File: src/rtl/pipe_ctrl_pkg.sv
`default_nettype none
// ============================================================================
// Module      : pipe_ctrl_pkg
// Description : Shared types and constants for the pipeline hazard/interlock
//               controller: mul/div sequencer state encoding, stall-cause
//               codes, default unit latencies and a latency select helper.
// Revision    : 1.0 - initial release
// ============================================================================
package pipe_ctrl_pkg;

    // Mul/div sequencer states (explicit one-bit encoding)
    typedef enum logic [0:0] {
        MD_IDLE = 1'b0,
        MD_BUSY = 1'b1
    } md_state_t;

    // stall_cause encodings
    localparam logic [1:0] SC_NONE    = 2'b00;
    localparam logic [1:0] SC_LOADUSE = 2'b01;
    localparam logic [1:0] SC_MDBUSY  = 2'b10;

    // Default execution-unit latencies in cycles
    localparam int unsigned c_mul_cycles = 4;
    localparam int unsigned c_div_cycles = 32;

    // Latency of the operation selected by the ID-stage divide qualifier
    function automatic int unsigned md_latency(
        input logic        is_div,
        input int unsigned mul_cycles,
        input int unsigned div_cycles
    );
        return is_div ? div_cycles : mul_cycles;
    endfunction

endpackage
`default_nettype wire

File: src/rtl/md_seq.sv
`default_nettype none
// ============================================================================
// Module      : md_seq
// Description : Multiply/divide sequencer. Two-state FSM with a down-counting
//               latency counter. Accepts a start pulse, stays busy for the
//               selected latency and strobes the HI/LO write in its last
//               busy cycle.
// Ports       : clock, reset   - clock / synchronous active-high reset
//               md_start       - start pulse (already qualified by no-stall)
//               id_div         - 1 = divide latency, 0 = multiply latency
//               md_busy        - operation in flight (incl. write cycle)
//               hilo_we        - one-cycle HI/LO write strobe
// Revision    : 1.0 - initial release
// ============================================================================
module md_seq
    import pipe_ctrl_pkg::*;
#(
    parameter int unsigned MUL_CYCLES = c_mul_cycles,
    parameter int unsigned DIV_CYCLES = c_div_cycles,
    parameter int unsigned CW         = $clog2(DIV_CYCLES)
) (
    input  logic clock,
    input  logic reset,
    input  logic md_start,
    input  logic id_div,
    output logic md_busy,
    output logic hilo_we
);

    md_state_t     r_state;
    md_state_t     w_state_nxt;
    logic [CW-1:0] r_cnt;
    logic [CW-1:0] w_cnt_nxt;
    logic          w_hilo_we;

    always_ff @(posedge clock) begin
        if (reset) begin
            r_state <= MD_IDLE;
            r_cnt   <= '0;
        end else begin
            r_state <= w_state_nxt;
            r_cnt   <= w_cnt_nxt;
        end
    end

    always_comb begin
        w_state_nxt = r_state;
        w_cnt_nxt   = r_cnt;
        w_hilo_we   = 1'b0;
        case (r_state)
            MD_IDLE: begin
                if (md_start) begin
                    // Loaded with L-1 so busy lasts exactly L cycles
                    w_cnt_nxt   = CW'(md_latency(id_div, MUL_CYCLES, DIV_CYCLES) - 1);
                    w_state_nxt = MD_BUSY;
                end
            end
            MD_BUSY: begin
                if (r_cnt == '0) begin
                    w_hilo_we   = 1'b1;
                    w_state_nxt = MD_IDLE;
                end else begin
                    w_cnt_nxt = r_cnt - CW'(1);
                end
            end
            default: begin
                w_state_nxt = MD_IDLE;
            end
        endcase
    end

    assign md_busy = (r_state == MD_BUSY);
    assign hilo_we = w_hilo_we;

endmodule
`default_nettype wire

File: src/rtl/pipe_hazard_ctrl.sv
`default_nettype none
// ============================================================================
// Module      : pipe_hazard_ctrl
// Description : Central interlock controller for the five-stage pipeline.
//               Detects load-use and mul/div-busy hazards, drives the PC and
//               IF/ID write enable, ID/EX bubble and IF/ID flush, launches
//               the mul/div sequencer and keeps a saturating stall counter.
// Ports       : clock, reset            - clock / sync active-high reset
//               id_rs, id_rt            - ID source register numbers
//               id_use_rs, id_use_rt    - ID instruction reads rs / rt
//               id_muldiv, id_div       - ID is mult/div; 1 = divide
//               id_hilo_rd              - ID is mfhi/mflo
//               id_br_taken             - ID branch/jump resolved taken
//               ewreg, em2reg, ern      - EX write / load / destination
//               wpcir, bubble           - PC+IF/ID enable, ID/EX bubble
//               flush_ifid              - IF/ID flush after taken branch
//               md_start, md_busy       - mul/div launch / in flight
//               hilo_we                 - HI/LO write strobe
//               stall_cause             - 00 none, 01 load-use, 10 mul/div
//               stall_cycles            - saturating stalled-cycle count
// Revision    : 1.0 - initial release
// ============================================================================
module pipe_hazard_ctrl
    import pipe_ctrl_pkg::*;
#(
    parameter int unsigned MUL_CYCLES = c_mul_cycles,
    parameter int unsigned DIV_CYCLES = c_div_cycles,
    parameter int unsigned CW         = $clog2(DIV_CYCLES)
) (
    input  logic        clock,
    input  logic        reset,
    input  logic [4:0]  id_rs,
    input  logic [4:0]  id_rt,
    input  logic        id_use_rs,
    input  logic        id_use_rt,
    input  logic        id_muldiv,
    input  logic        id_div,
    input  logic        id_hilo_rd,
    input  logic        id_br_taken,
    input  logic        ewreg,
    input  logic        em2reg,
    input  logic [4:0]  ern,
    output logic        wpcir,
    output logic        bubble,
    output logic        flush_ifid,
    output logic        md_start,
    output logic        md_busy,
    output logic        hilo_we,
    output logic [1:0]  stall_cause,
    output logic [15:0] stall_cycles
);

    localparam logic [15:0] c_stall_max = 16'hFFFF;

    logic        w_load_use;
    logic        w_md_hazard;
    logic        w_stall;
    logic        w_md_start;
    logic        w_md_busy;
    logic [15:0] r_stall_cycles;

    // A load in EX cannot forward to ID in time; r0 is never a real hazard
    assign w_load_use = ewreg & em2reg & (ern != 5'd0) &
                        (((ern == id_rs) & id_use_rs) | ((ern == id_rt) & id_use_rt));

    // A new mul/div or HI/LO read must wait until the pending result is written
    assign w_md_hazard = w_md_busy & (id_muldiv | id_hilo_rd);

    assign w_stall = w_load_use | w_md_hazard;

    // Branch operands are not valid while stalled, so the flush is suppressed
    assign wpcir      = ~w_stall;
    assign bubble     = w_stall;
    assign flush_ifid = ~w_stall & id_br_taken;
    assign w_md_start = ~w_stall & id_muldiv;
    assign md_start   = w_md_start;

    always_comb begin
        stall_cause = SC_NONE;
        if (w_load_use) begin
            stall_cause = SC_LOADUSE;
        end else if (w_md_hazard) begin
            stall_cause = SC_MDBUSY;
        end
    end

    md_seq #(
        .MUL_CYCLES (MUL_CYCLES),
        .DIV_CYCLES (DIV_CYCLES),
        .CW         (CW)
    ) u_md_seq (
        .clock    (clock),
        .reset    (reset),
        .md_start (w_md_start),
        .id_div   (id_div),
        .md_busy  (w_md_busy),
        .hilo_we  (hilo_we)
    );

    assign md_busy = w_md_busy;

    // One increment per stalled cycle regardless of how many hazards coincide
    always_ff @(posedge clock) begin
        if (reset) begin
            r_stall_cycles <= '0;
        end else if (w_stall && (r_stall_cycles != c_stall_max)) begin
            r_stall_cycles <= r_stall_cycles + 16'd1;
        end
    end

    assign stall_cycles = r_stall_cycles;

endmodule
`default_nettype wire

File: config.mk
export PLATFORM = sky130hd
export DESIGN_NAME = pipe_hazard_ctrl
export DESIGN_NICKNAME = d
export VERILOG_FILES = /design/src/rtl/pipe_ctrl_pkg.sv /design/src/rtl/md_seq.sv /design/src/rtl/pipe_hazard_ctrl.sv
export SDC_FILE = /design/constraint.sdc
export NUM_CORES = 1
export LEC_CHECK = 0
export ABC_AREA = 1
export BUFFER_PORTS_ARGS = -buffer_cell sky130_fd_sc_hd__buf_2
export CAP_MARGIN = 25
export CORE_AREA = 2 2 57 59
export CTS_CLUSTER_SIZE = 28
export DETAILED_ROUTE_END_ITERATION = 7
export DIE_AREA = 0 0 59 61
export PLACE_DENSITY = 0.79
export SLEW_MARGIN = 20
export SYNTH_ARGS = -nofsm -noshare
export SYNTH_HDL_FRONTEND = slang
export SYNTH_HIERARCHICAL = 1
export SYNTH_SLANG_ARGS = --single-unit
File: constraint.sdc
create_clock -name clock -period 4.53 [get_ports clock]
set_clock_uncertainty 0.05 [all_clocks]
set_input_delay 0.2265 -clock clock [delete_from_list [all_inputs] [get_ports clock]]
set_output_delay 0.2265 -clock clock [all_outputs]
set_load 0.005 [all_outputs]
* Yosys cells after proc, flatten, opt, wreduce, memory -nomap -nowiden *
Index checks and enable logic that the tools add are counted.

storage, ports and cells
  bits in registers = 22
  output and inout port bits = 24
  word-level logic and storage cells = 39

operators by class
  $add $sub $neg = 3
  equal/unequal tests = 5
  muxes and demuxes = 11
  bitwise gates (word level) = 13
  reductions and logical operators = 4

operators with widths
  cell                                                                count
  16-bit by 1-bit adder with 16-bit output, second input constant     1
  16-bit inequality test, second input constant                       1
  5-bit == test                                                       2
  5-bit 2-to-1 mux                                                    2
  5-bit case mux with 2 select lines                                  1
  5-bit by 1-bit subtractor with 5-bit output, second input constant  2
  1-bit AND                                                           8
  5-bit logical NOT                                                   1
  5-bit nonzero test                                                  1
  1-bit 2-to-1 mux                                                    4
  2-bit 2-to-1 mux                                                    2
  2-bit inequality test, second input constant                        2
  3-bit 2-to-1 mux                                                    1
  1-bit OR                                                            3
  1-bit NOT                                                           2
  1-bit case mux with 2 select lines                                  1
  2-bit AND reduction                                                 1
  1-bit logical AND                                                   1

* Depth between registers and ports, before layout *
Gate-level depths: netlist (run 1).

  word-level depth = 9
  depth in mapped cells = 16

* Cells and area by module *
The synthesis (run 1) kept the hierarchy.

modules (own cells, without submodules)
  module            times used  cells each  area each (sq um)  sequential area each (sq um)
  pipe_hazard_ctrl  1           207         1174.9             320.3
  md_seq            1           50          347.8              120.1

* Worst setup path before layout (run 1) *
OpenSTA, ideal clock, no wires.

  path type = in2reg
  from = in ern[3]
  to = reg u_md_seq.r_cnt[3]
  arrival time = 1.543 ns
  slack = 2.823 ns
  cell stages on the path = 16
  cell sequence = inv_1 > nand2_1 > nand2_1 > nor2_1 > nand3_1 > nand2_1 > nand2_2 > nand2_4 > buf_6 > nor2_1 > or2_1 > nand2_4 > nor2_2 > nand2_1 > nand2_1 > nor2_2

between the ends
  cells in the longest elaborated chain, start to end = 9
  elaborated cells on any way between the ends = 13
  those cells by class = eq/ne: 3; bitwise: 8; reduce/logical: 2

RTL lines
  element                              line                    RTL
  start, declared                      pipe_hazard_ctrl.sv:42  input logic [4:0] ern,
  5-bit == test                        pipe_hazard_ctrl.sv:64  (((ern == id_rs) & id_use_rs) | ((ern == id_rt) & id_use_rt));
  1-bit AND                            pipe_hazard_ctrl.sv:64
  1-bit OR                             pipe_hazard_ctrl.sv:64
  1-bit AND (*)                        pipe_hazard_ctrl.sv:63  assign w_load_use = ewreg & em2reg & (ern != 5'd0) &
  1-bit OR (*)                         pipe_hazard_ctrl.sv:69  assign w_stall = w_load_use | w_md_hazard;
  via bubble                           pipe_hazard_ctrl.sv:44  output logic bubble,
  1-bit NOT (*)                        pipe_hazard_ctrl.sv:75  assign w_md_start = ~w_stall & id_muldiv;
  1-bit AND (*)                        pipe_hazard_ctrl.sv:75
  via md_start                         pipe_hazard_ctrl.sv:46  output logic md_start,
  2-bit inequality test (no line) (*)  n/a
  2-bit AND reduction (no line) (*)    n/a
  end signal, assigned                 md_seq.sv:42            r_cnt <= w_cnt_nxt;
  end, declared                        md_seq.sv:32            logic [CW-1:0] r_cnt;

Mark *: on every way through the listed nets, which the timed path passes. The rest lies on a longest branch.
A chain may end at the register's enable or synchronous reset.

* Final worst setup path (run 1) *
  from = reg u_md_seq.r_state (netlist: u_md_seq/md_busy)
  to = out md_start

between the ends
  cells in the longest elaborated chain, start to end = 4

RTL lines
  element                 line                    RTL
  start, declared         md_seq.sv:30            md_state_t r_state;
  start signal, assigned  md_seq.sv:41            r_state <= w_state_nxt;
  1-bit AND               pipe_hazard_ctrl.sv:67  assign w_md_hazard = w_md_busy & (id_muldiv | id_hilo_rd);
  1-bit OR                pipe_hazard_ctrl.sv:69
  1-bit NOT               pipe_hazard_ctrl.sv:75
  1-bit AND               pipe_hazard_ctrl.sv:75
  end, declared           pipe_hazard_ctrl.sv:46

No other way between the ends.

==> out/results.ini, run 1 <==
[timing]
whs_ns = 0.03492
hold_viol_final = 0
tightest_slew_ns = 0.4664
fmax_ghz = 0.5253
timing.final.crit_period_ns = 1.904
fin_crit_sh = 0.4202
finalSetupViolCount = 0
setup_slack_ns = 2.626
slew_headroom = 0.6887
setup-tns-final_ns = 0
rsz0062_at_grt = false
finalMaxSlewViolations = 0

[critical_path]
cp-end-kind = primary output
path_max_fanout = 35
crit_arrival_ns = 1.63
path_class = reg -> out
max_stage_delay_ns = 0.49
reg2reg_setup_slack_ns = 2.64
rr_startpoint = u_md_seq/md_busy$_SDFF_PP0_
cp-start-kind = flop
rr_worst_depth = 8
worstPathRequired_ns = 4.25
critPathSlowestCell = dfxtp_1
path_cells = o21ai_0 > nand2_4 > nor2_1 > buf_2
worst_r2r_endpoint = u_md_seq/r_cnt[3]$_SDFFE_PP0P_

[synthesis]
ys_seq_area_frac = 0.2892
yosys_warnings = 6
syn-cell-area_um2 = 1523
synth_seq_cells = 22
synth_cell_types = 26
synth.net_count = 284
yosysTopAreaCell = dfxtp_1
synth_area_per_cell_um2 = 5.925
synth_area_leaders = dfxtp_1 (29%), nand2_1 (18%), nor2_1 (15%), nand3_1 (6.9%), inv_1 (6.7%)
synth_cells = 257
synth_top_area_frac = 0.2892

[layout]
nets = 332
finalNonFillerCells = 336
fillCellCount = 302
drive_gt1_frac = 0.2277
diodes = 0
area_growth_pct = 16.35

[worst_hold_path]
min_path_type = in -> reg
min_path_cells = 2
min-delay-start = reset
worstHoldEndpoint = u_md_seq/md_busy$_SDFF_PP0_

[die]
dieHeight_um = 61
start_util = 0.5157
row_count = 20
die_x_um = 59
ioPinCount = 49
core_area_um2 = 2953
dieArea_um2 = 3599

[clock_network]
cts_setup_buffers = 0
ctsHoldBuffers = 0
cts_tree = yes
clock_latency_ns = 0.31
cts.sinks = 22
clockBufferDepth = 2
cts-buffers-inserted = 3
cts_root_buf = clkbuf_4
htreeDepth = 1
ctsResizeCount = 0
clkTransAtPathRegs_ns = 0.12

[global_routing]
grt_pass1_wl_um = 5451
grt_pass1_vias = 1344
antenna_found_initial = 0
grt_max_degree = 36
grt_use_total = 0.1924
grt-ovfl-total = 0

[route]
wl_per_cell_um = 9.170
via_per_inst = 4.765
drt_iter0_markers = 49
ant_nets = 0
vias = 1601
firstDrtPassIters = 4
remaining_drc_errors = 0
wl_um = 3081

[power_and_ir_drop]
p_per_area_nw_per_um2 = 231.1
vdd.ir_drop.worst_mv = 0.1954
p_leak_nw = 0.9558

[status]
status = finished clean

[placed_design]
hpwl_um = 2453
dpl.cell_count = 333
portBuffers = 48
place_ws_ns = 2.561
gp_congestion = 0.8478

[job]
drv_cap = 0

==> cells by family (layout without fill, tap and decap cells) <==
family	after synthesis	count (layout)	synth area share
AND/OR/NAND/NOR	174	174	0.4938
XOR/XNOR	1	1	0.005753
adder cells (fa/ha/maj)	2	2	0.01643
flip-flops	22	22	0.2892
AO/OA/AOI/OAI	21	21	0.07642
buffers and inverters	37	83	0.1183
==> registers in the layout, summed over array words and instances, names as in the netlist <==
name and cells:
u_md_seq/r_cnt 5, stall_cycles 16, u_md_seq/md_busy 1
==> metal layers <==
| layer | track usage | wire [um] | vias to the layer above |
|---|---|---|---|
| li1 | - | - | 891 |
| met2 | 0.3048 | 1344 | 33 |
| met4 | 0.07143 | 27 | 0 |
| met1 | 0.2643 | 1564 | 673 |
| met5 | 0 | 0 | - |
| met3 | 0.03198 | 144 | 4 |
==> final cells by class <==
cell class / count / area [um2] / area share
inverter: 32 / 125.1 / 0.07062
multi-input combinational: 198 / 902.1 / 0.5092
tap: 33 / 41.29 / 0.02331
clock buffer: 3 / 22.52 / 0.01271
timing repair buffer: 48 / 240.2 / 0.1356
sequential: 22 / 440.4 / 0.2486
==> cells in the final DEF (no fill, tap or decap) <==
cell	n
nand2_1	74
nor2_1	59
buf_2	48
inv_1	27
dfxtp_1	22
nand3_1	21
a21oi_1	14
nor2_2	5
inv_2	4
nand4_1	4
nand2_4	3
a21boi_0	3
clkbuf_4	3
nand2_2	2
o21ai_0	2
nor3_1	2
ha_1	2
clkinv_4	1
nand3b_1	1
a21oi_2	1
nor2_4	1
nand3_2	1
or2_1	1
xor2_1	1
o21ai_1	1
==> power breakdown <==
group | internal [mW] | switching [mW]
registers | 0.204 | 0.0119
clock network | 0.0311 | 0.0564
logic | 0.0435 | 0.0622
total | 0.279 | 0.131
==> through the flow <==
stage	utilization	area, um2	power, mW
3_3_place_gp	0.5924	1749	0.3256
6_report	0.6000	1772	0.4094
4_1_cts	0.6000	1772	0.4143
5_1_grt	0.6000	1772	0.4421
3_5_place_dp	0.5924	1749	0.3270
2_1_floorplan	-	1523	0.3004
==> synth_stat cells <==
master,count
nand2_1,74
nor2_1,59
inv_1,27
dfxtp_1,22
nand3_1,21
a21oi_1,14
nor2_2,5
inv_2,4
nand4_1,4
a21boi_0,3
buf_6,3
nand2_4,3
ha_1,2
nand2_2,2
nor3_1,2
o21ai_0,2
a21oi_2,1
buf_4,1
clkbuf_8,1
clkinv_4,1
nand3_2,1
nand3b_1,1
nor2_4,1
o21ai_1,1
or2_1,1
xor2_1,1
==> worst max-delay path by stage <==
stage	start	to	slack [ns]	depth (start not counted)
5_1_grt	u_md_seq/md_busy$_SDFF_PP0_	u_md_seq/r_cnt[3]$_SDFFE_PP0P_	2.43	8
2_1_floorplan	ern[3]	u_md_seq/r_cnt[3]$_SDFFE_PP0P_	2.82	16
3_3_place_gp	ern[4]	u_md_seq/r_cnt[2]$_SDFFE_PP0P_	2.59	15
6_report	u_md_seq/md_busy$_SDFF_PP0_	md_start	2.63	4
4_1_cts	u_md_seq/md_busy$_SDFF_PP0_	md_start	2.62	4
3_5_place_dp	ern[3]	u_md_seq/r_cnt[3]$_SDFFE_PP0P_	2.56	14
==> critical path, delay by kind of cell (launching register included) <==
family	cells	cell delay, ns
compound gates	1	0.23
buf+inv	1	0.15
flops	1	0.49
simple gates	2	0.45
No activity file was read; power rests on OpenSTA's default activity.
==> run 2, diff against run 1 <==
--- a/config.mk
+++ b/config.mk
@@ -8,11 +8,11 @@
 export ABC_AREA = 1
 export BUFFER_PORTS_ARGS = -buffer_cell sky130_fd_sc_hd__buf_2
 export CAP_MARGIN = 25
-export CORE_AREA = 2 2 57 59
+export CORE_AREA = 2 2 59 61
 export CTS_CLUSTER_SIZE = 28
 export DETAILED_ROUTE_END_ITERATION = 7
-export DIE_AREA = 0 0 59 61
-export PLACE_DENSITY = 0.79
+export DIE_AREA = 0 0 61 63
+export PLACE_DENSITY = 0.75
 export SLEW_MARGIN = 20
 export SYNTH_ARGS = -nofsm -noshare
 export SYNTH_HDL_FRONTEND = slang
==> constraint.sdc (replaced) <==
create_clock -name clock -period 1.84 [get_ports clock]
set_clock_uncertainty 0.05 [all_clocks]
set_input_delay 0.092 -clock clock [delete_from_list [all_inputs] [get_ports clock]]
set_output_delay 0.092 -clock clock [all_outputs]
set_load 0.005 [all_outputs]
==> run 2 against run 1 <==
- sequential power rose by 150%
- combinational power rose to 2.5 times the previous value
- first-iteration DRC count fell by 27%
- power increased to 2.6 times the previous value
- register-to-register slack got worse by 2.4 ns
- clock power grew to 3.1 times the previous value
- utilization decreased by 3.4 points
- die area increased by 6.8%
- cell count rose by 4.8%
- sequential share of layout area shrank 0.71 points
- hold slack gained 0.22 ns
- critical path type is now reg -> reg
- critical endpoint is now stall_cycles[6]$_SDFFE_PP0P_
- largest power group unchanged
==> out/results.ini, run 2 (synthesized netlist as in run 1, its figures left out) <==
[layout]
finalInstanceArea_um2 = 1829  ; was 1772 um2
drive_gt1_frac = 0.2386  ; was 0.2277
finalNonFillerCells = 352  ; was 336
final_cell_mix = nand2_1 (74), nor2_1 (59), buf_2 (48)  ; unchanged
area_growth_pct = 20.13  ; was 16.35%
final_common_cell = nand2_1  ; unchanged
post-route-util = 0.5660  ; was 0.6000
largest_reg_flops = 16  ; unchanged
diodes = 0  ; unchanged
nets = 334  ; was 332

[die]
dieHeight_um = 63  ; was 61 um
start_util = 0.4712  ; was 0.5157
row_count = 21  ; was 20
die_x_um = 61  ; was 59 um
core_area_um2 = 3232  ; was 2953 um2
dieArea_um2 = 3843  ; was 3599 um2
ioPinCount = 49  ; unchanged

[critical_path]
path_cells = ha_1 > inv_1 > nor2_2 > nand3_1 > inv_2 > nand2_4 > clkinv_4 > nor2_1 > nand2_1 > nand2_1 > nand2_1 > nor2_1  ; was o21ai_0 > nand2_4 > nor2_1 > buf_2
critPathSlowestCell = dfxtp_1  ; unchanged
startpoint = stall_cycles[0]$_SDFFE_PP0P_  ; was u_md_seq/md_busy$_SDFF_PP0_
cp-start-kind = flop  ; unchanged
rr_worst_depth = 12  ; was 8
worstPathRequired_ns = 2.02  ; was 4.25 ns
max_stage_delay_ns = 0.44  ; was 0.49 ns
path_common_cell = nand2_1
path_class = reg -> reg  ; was reg -> out
rr_startpoint = stall_cycles[0]$_SDFFE_PP0P_  ; was u_md_seq/md_busy$_SDFF_PP0_
cp-endpoint = stall_cycles[6]$_SDFFE_PP0P_  ; was md_start
reg2reg_setup_slack_ns = 0.20  ; was 2.64 ns
crit_arrival_ns = 1.82  ; was 1.63 ns
path_max_fanout = 8  ; was 35
worst_r2r_endpoint = stall_cycles[6]$_SDFFE_PP0P_  ; was u_md_seq/r_cnt[3]$_SDFFE_PP0P_
cp-end-kind = flop  ; was primary output

[worst_hold_path]
min-delay-start = id_div  ; was reset
min_path_type = in -> reg  ; unchanged

[global_routing]
met1_usage = 0.2051  ; was 0.2643
grt-ovfl-total = 0  ; unchanged
grt_pass1_vias = 1308  ; was 1344
busiest_layer = met2  ; unchanged
grt_use_total = 0.1727  ; was 0.1924
grt_max_degree = 35  ; was 36
antenna_found_initial = 0  ; unchanged
grtUsageMet2 = 0.2944  ; was 0.3048
grt_pass1_wl_um = 5237  ; was 5451 um
grt_util_met3 = 0.02692  ; was 0.03198

[placed_design]
portBuffers = 48  ; unchanged
gp_congestion = 0.8357  ; was 0.8478
hpwl_um = 2428  ; was 2453 um
dpl.cell_count = 347  ; was 333
dpl_cell_area_um2 = 1773  ; was 1749 um2
place_ws_ns = 0.1413  ; was 2.561 ns

[route]
wl_per_cell_um = 8.830  ; was 9.170 um
firstDrtPassIters = 4  ; unchanged
vias = 1629  ; was 1601
ant_nets = 0  ; unchanged
wl_um = 3108  ; was 3081 um
via_per_inst = 4.628  ; was 4.765
drt_iter0_markers = 36  ; was 49
remaining_drc_errors = 0  ; unchanged

[clock_network]
clock_latency_ns = 0.31  ; about the same
cts_root_buf = clkbuf_4  ; unchanged
cts-buffers-inserted = 3  ; unchanged
cts_tree = yes  ; unchanged
clockBufferDepth = 2  ; unchanged
htreeDepth = 1  ; unchanged
cts_setup_buffers = 0  ; unchanged
cts.sinks = 22  ; unchanged
clkTransAtPathRegs_ns = 0.12  ; about the same

[job]
drv_cap = 0  ; unchanged

[power_and_ir_drop]
p_per_area_nw_per_um2 = 586.6  ; was 231.1 nW/um2
power.total_mw = 1.073  ; was 0.4094 mW
p_leak_nw = 0.9736  ; was 0.9558 nW
vdd.ir_drop.worst_mv = 0.4287  ; was 0.1954 mV

[timing]
finalMaxSlewViolations = 0  ; unchanged
fmax_ghz = 0.6090
tightest_slew_ns = 0.4809  ; was 0.4664 ns
fin_crit_sh = 0.8923
hold_viol_final = 0  ; unchanged
rsz0062_at_grt = false  ; unchanged
whs_ns = 0.2557  ; was 0.03492 ns
slew_headroom = 0.6790  ; was 0.6887
finalSetupViolCount = 0  ; unchanged
setup_slack_ns = 0.1981  ; was 2.626 ns
timing.final.crit_period_ns = 1.642
setup-tns-final_ns = 0  ; unchanged

[status]
status = finished clean  ; unchanged

## run 2: final cells by class
cell class | instances | area (um2)
tap | 46 | 57.56
clock buffer | 4 | 36.28
timing repair buffer | 50 | 261.5
inverter | 32 | 125.1
sequential | 22 | 441.7
multi-input combinational | 198 | 907.1
fill | 356 | 1403
## run 2: how the worst min path moves through the flow
stage	endpoint	slack, ns	cells after the start
floorplan	u_md_seq/md_busy$_SDFF_PP0_	0.11	1
global placement	u_md_seq/md_busy$_SDFF_PP0_	0.24	2
detailed placement	u_md_seq/md_busy$_SDFF_PP0_	0.24	2
CTS	u_md_seq/r_cnt[2]$_SDFFE_PP0P_	0.24	7
global route	u_md_seq/r_cnt[3]$_SDFFE_PP0P_	0.30	7
finish	u_md_seq/r_cnt[3]$_SDFFE_PP0P_	0.26	7
## run 2: critical path: cells and delay by family (launching register included)
| kind | cells | cell delay (ns) |
|---|---|---|
| adders and majority gates | 1 | 0.21 |
| buffers and inverters | 3 | 0.26 |
| DFF | 1 | 0.44 |
| and+or+nand+nor | 8 | 0.59 |
## run 2: routing by layer
| metal | up-vias | wire length, um |
|---|---|---|
| met5 | - | 0 |
| met4 | 0 | 49 |
| met3 | 4 | 125 |
| met2 | 31 | 1488 |
| met1 | 697 | 1444 |
| li1 | 897 | - |
## run 2: power by group
group | switching [mW] | internal (mW)
Clock | 0.150 | 0.121
Combinational | 0.156 | 0.114
Sequential | 0.0274 | 0.504
## run 2: timing repair
item	in CTS	in global routing
endpoints found under the hold margin	1	0
setup endpoints to repair	0	4
hold buffers	1	0
gates resized for setup	0	3
==> run 3, diff against run 2 <==
--- a/config.mk
+++ b/config.mk
@@ -8,11 +8,12 @@
 export ABC_AREA = 1
 export BUFFER_PORTS_ARGS = -buffer_cell sky130_fd_sc_hd__buf_2
 export CAP_MARGIN = 25
-export CORE_AREA = 2 2 59 61
+export CORE_AREA = 2 2 54 66
 export CTS_CLUSTER_SIZE = 28
 export DETAILED_ROUTE_END_ITERATION = 7
-export DIE_AREA = 0 0 61 63
+export DIE_AREA = 0 0 56 68
 export PLACE_DENSITY = 0.75
+export RECOVER_POWER = 50
 export SLEW_MARGIN = 20
 export SYNTH_ARGS = -nofsm -noshare
 export SYNTH_HDL_FRONTEND = slang
==> run 3 against run 2 <==
- critical path depth down 1
- cell count decreased by 2.6%
- final area shrank 1.6%
- fmax rose by 2.7%
- combinational power down 2%
- worst setup slack gained 0.044 ns
- flip-flop and latch count unchanged
- power increased by 0.69%
- sequential share of layout area rose by 0.33 points
- first-iteration DRC count rose by 19%
- critical endpoint is now stall_cycles[7]$_SDFFE_PP0P_
- largest cell class unchanged
==> out/results.ini, run 3 (synthesized netlist as in run 1, its figures left out) <==
[status]
status = finished clean  ; unchanged

[power_and_ir_drop]
pwr-share-clk = 0.268  ; was 0.253
vdd.ir_drop.worst_mv = 0.4405  ; was 0.4287 mV
comb_power_share = 0.245  ; was 0.252
p_leak_nw = 0.9310  ; was 0.9736 nW
p_sw_mw = 0.3241  ; was 0.3340 mW
power.internal_mw = 0.7563  ; was 0.7390 mW
power.share.switching = 0.3000  ; was 0.3113
power.total_mw = 1.080  ; was 1.073 mW
p_per_area_nw_per_um2 = 600.5  ; was 586.6 nW/um2
seqPwrFrac = 0.487  ; was 0.495

[global_routing]
grt_max_degree = 35  ; unchanged
met1_usage = 0.2157  ; was 0.2051
grt-ovfl-total = 0  ; unchanged
grt_pass1_vias = 1307  ; was 1308
grtUsageMet2 = 0.2971  ; was 0.2944
grt_pass1_wl_um = 5333  ; was 5237 um
grt_use_total = 0.1696  ; was 0.1727
busiest_layer = met2  ; unchanged
antenna_found_initial = 0  ; unchanged
grt_util_met3 = 0.03214  ; was 0.02692

[critical_path]
cp-start-kind = flop  ; unchanged
path_class = reg -> reg  ; unchanged
cp-end-kind = flop  ; unchanged
path_cells = ha_1 > inv_1 > nor2_2 > nand3_1 > inv_2 > nand2_4 > clkinv_4 > nor2_1 > nand3_1 > nand2_1 > nor2_1  ; was ha_1 > inv_1 > nor2_2 > nand3_1 > inv_2 > nand2_4 > clkinv_4 > nor2_1 > nand2_1 > nand2_1 > nand2_1 > nor2_1
reg2reg_setup_slack_ns = 0.24  ; was 0.20 ns
worstPathRequired_ns = 1.95  ; was 2.02 ns
crit_arrival_ns = 1.71  ; was 1.82 ns
critPathSlowestCell = dfxtp_1  ; unchanged
path_max_fanout = 8  ; unchanged
max_stage_delay_ns = 0.36  ; was 0.44 ns

[timing]
finalMaxSlewViolations = 0  ; unchanged
setup-tns-final_ns = 0  ; unchanged
setup_slack_ns = 0.2420  ; was 0.1981 ns
rsz0062_at_grt = false  ; unchanged
fin_crit_sh = 0.8685  ; was 0.8923
finalSetupViolCount = 0  ; unchanged
timing.final.crit_period_ns = 1.598  ; was 1.642 ns
tightest_slew_ns = 0.4918  ; was 0.4809 ns
hold_viol_final = 0  ; unchanged
slew_headroom = 0.6718  ; was 0.6790
fmax_ghz = 0.6258  ; was 0.6090 GHz

[job]
drv_cap = 0  ; unchanged

[route]
drt_iter0_markers = 43  ; was 36
via_per_inst = 4.808  ; was 4.628
wl_um = 3198  ; was 3108 um
remaining_drc_errors = 0  ; unchanged
firstDrtPassIters = 4  ; unchanged
vias = 1649  ; was 1629
ant_nets = 0  ; unchanged
wl_per_cell_um = 9.324  ; was 8.830 um

[die]
start_util = 0.4724  ; was 0.4712
die_x_um = 56  ; was 61 um
core_area_um2 = 3223  ; was 3232 um2
dieArea_um2 = 3808  ; was 3843 um2
row_count = 23  ; was 21
dieHeight_um = 68  ; was 63 um
ioPinCount = 49  ; unchanged

[clock_network]
cts_setup_buffers = 0  ; unchanged
clockBufferDepth = 2  ; unchanged
clkTransAtPathRegs_ns = 0.07  ; was 0.12 ns
cts-buffers-inserted = 3  ; unchanged
htreeDepth = 1  ; unchanged
cts.sinks = 22  ; unchanged
clock_latency_ns = 0.26  ; was 0.31 ns
cts_root_buf = clkbuf_8  ; was clkbuf_4
cts_tree = yes  ; unchanged

[placed_design]
hpwl_um = 2491  ; was 2428 um
dpl_cell_area_um2 = 1769  ; was 1773 um2
place_ws_ns = 0.1711  ; was 0.1413 ns
gp_congestion = 0.8669  ; was 0.8357
portBuffers = 48  ; unchanged

[layout]
final_common_cell = nand2_1  ; unchanged
nets = 335  ; was 334
final_cell_mix = nand2_1 (76), nor2_1 (59), buf_2 (37)  ; was nand2_1 (74), nor2_1 (59), buf_2 (48)
finalInstanceArea_um2 = 1799  ; was 1829 um2
drive_gt1_frac = 0.1863  ; was 0.2386
largest_reg_flops = 16  ; unchanged
diodes = 0  ; unchanged
area_growth_pct = 18.16  ; was 20.13%

[worst_hold_path]
min_path_type = in -> reg  ; unchanged

==> run 3: cell type report <==
class / instances / area [um2]
multi-input combinational: 198 / 897.1
tap: 37 / 46.29
fill: 357 / 1424
sequential: 22 / 440.4
timing repair buffer: 51 / 249.0
clock buffer: 3 / 41.29
inverter: 32 / 125.1
==> run 3: critical path, delay by kind of cell, from the launching register on <==
family / cells / cell delay, ns
DFF: 1 / 0.36
buffers and inverters: 3 / 0.24
and+or+nand+nor: 7 / 0.64
adders and majority gates: 1 / 0.22
==> run 3: power groups by stage <==
stage / sequential (mW) / clock (mW) / combinational [mW]
after floorplan: 0.537 / 0 / 0.203
after global placement: 0.537 / 0 / 0.272
after detailed placement: 0.537 / 0 / 0.276
after CTS: 0.527 / 0.302 / 0.279
after global routing: 0.531 / 0.314 / 0.306
final: 0.527 / 0.289 / 0.265
==> run 3: path summary, 6_finish.rpt <==
| check | start | endpoint | cells past startpoint |
|---|---|---|---|
| max | stall_cycles[0]$_SDFFE_PP0P_ | stall_cycles[7]$_SDFFE_PP0P_ | 11 |
| min | id_div | u_md_seq/r_cnt[2]$_SDFFE_PP0P_ | 7 |
| min reg2reg | u_md_seq/r_cnt[1]$_SDFFE_PP0P_ | u_md_seq/r_cnt[1]$_SDFFE_PP0P_ | 2 |
| max reg2reg | stall_cycles[0]$_SDFFE_PP0P_ | stall_cycles[7]$_SDFFE_PP0P_ | 11 |
==> run 3: timing repair <==
action / 4_1_cts / 5_1_grt
hold buffers: 1 / 0
gates resized for setup: 0 / 1
endpoints found under the hold margin: 1 / 0
setup endpoints to repair: 0 / 1
==> run 3: layer usage <==
layer,part of all wire,up-vias
li1,-,893
met1,0.46,722
met2,0.48,30
met3,0.051,4
met4,0.0081,0
met5,0,-
==> run 3: metrics by stage <==
step | hold slack [ns] | instances | utilization
2_1_floorplan | 0.1144 | 257 | -
3_3_place_gp | 0.2325 | 339 | 0.5489
3_5_place_dp | 0.2293 | 339 | 0.5489
4_1_cts | 0.3167 | 343 | 0.5648
5_1_grt | 0.3608 | 343 | 0.5582
6_report | 0.3241 | 343 | 0.5582
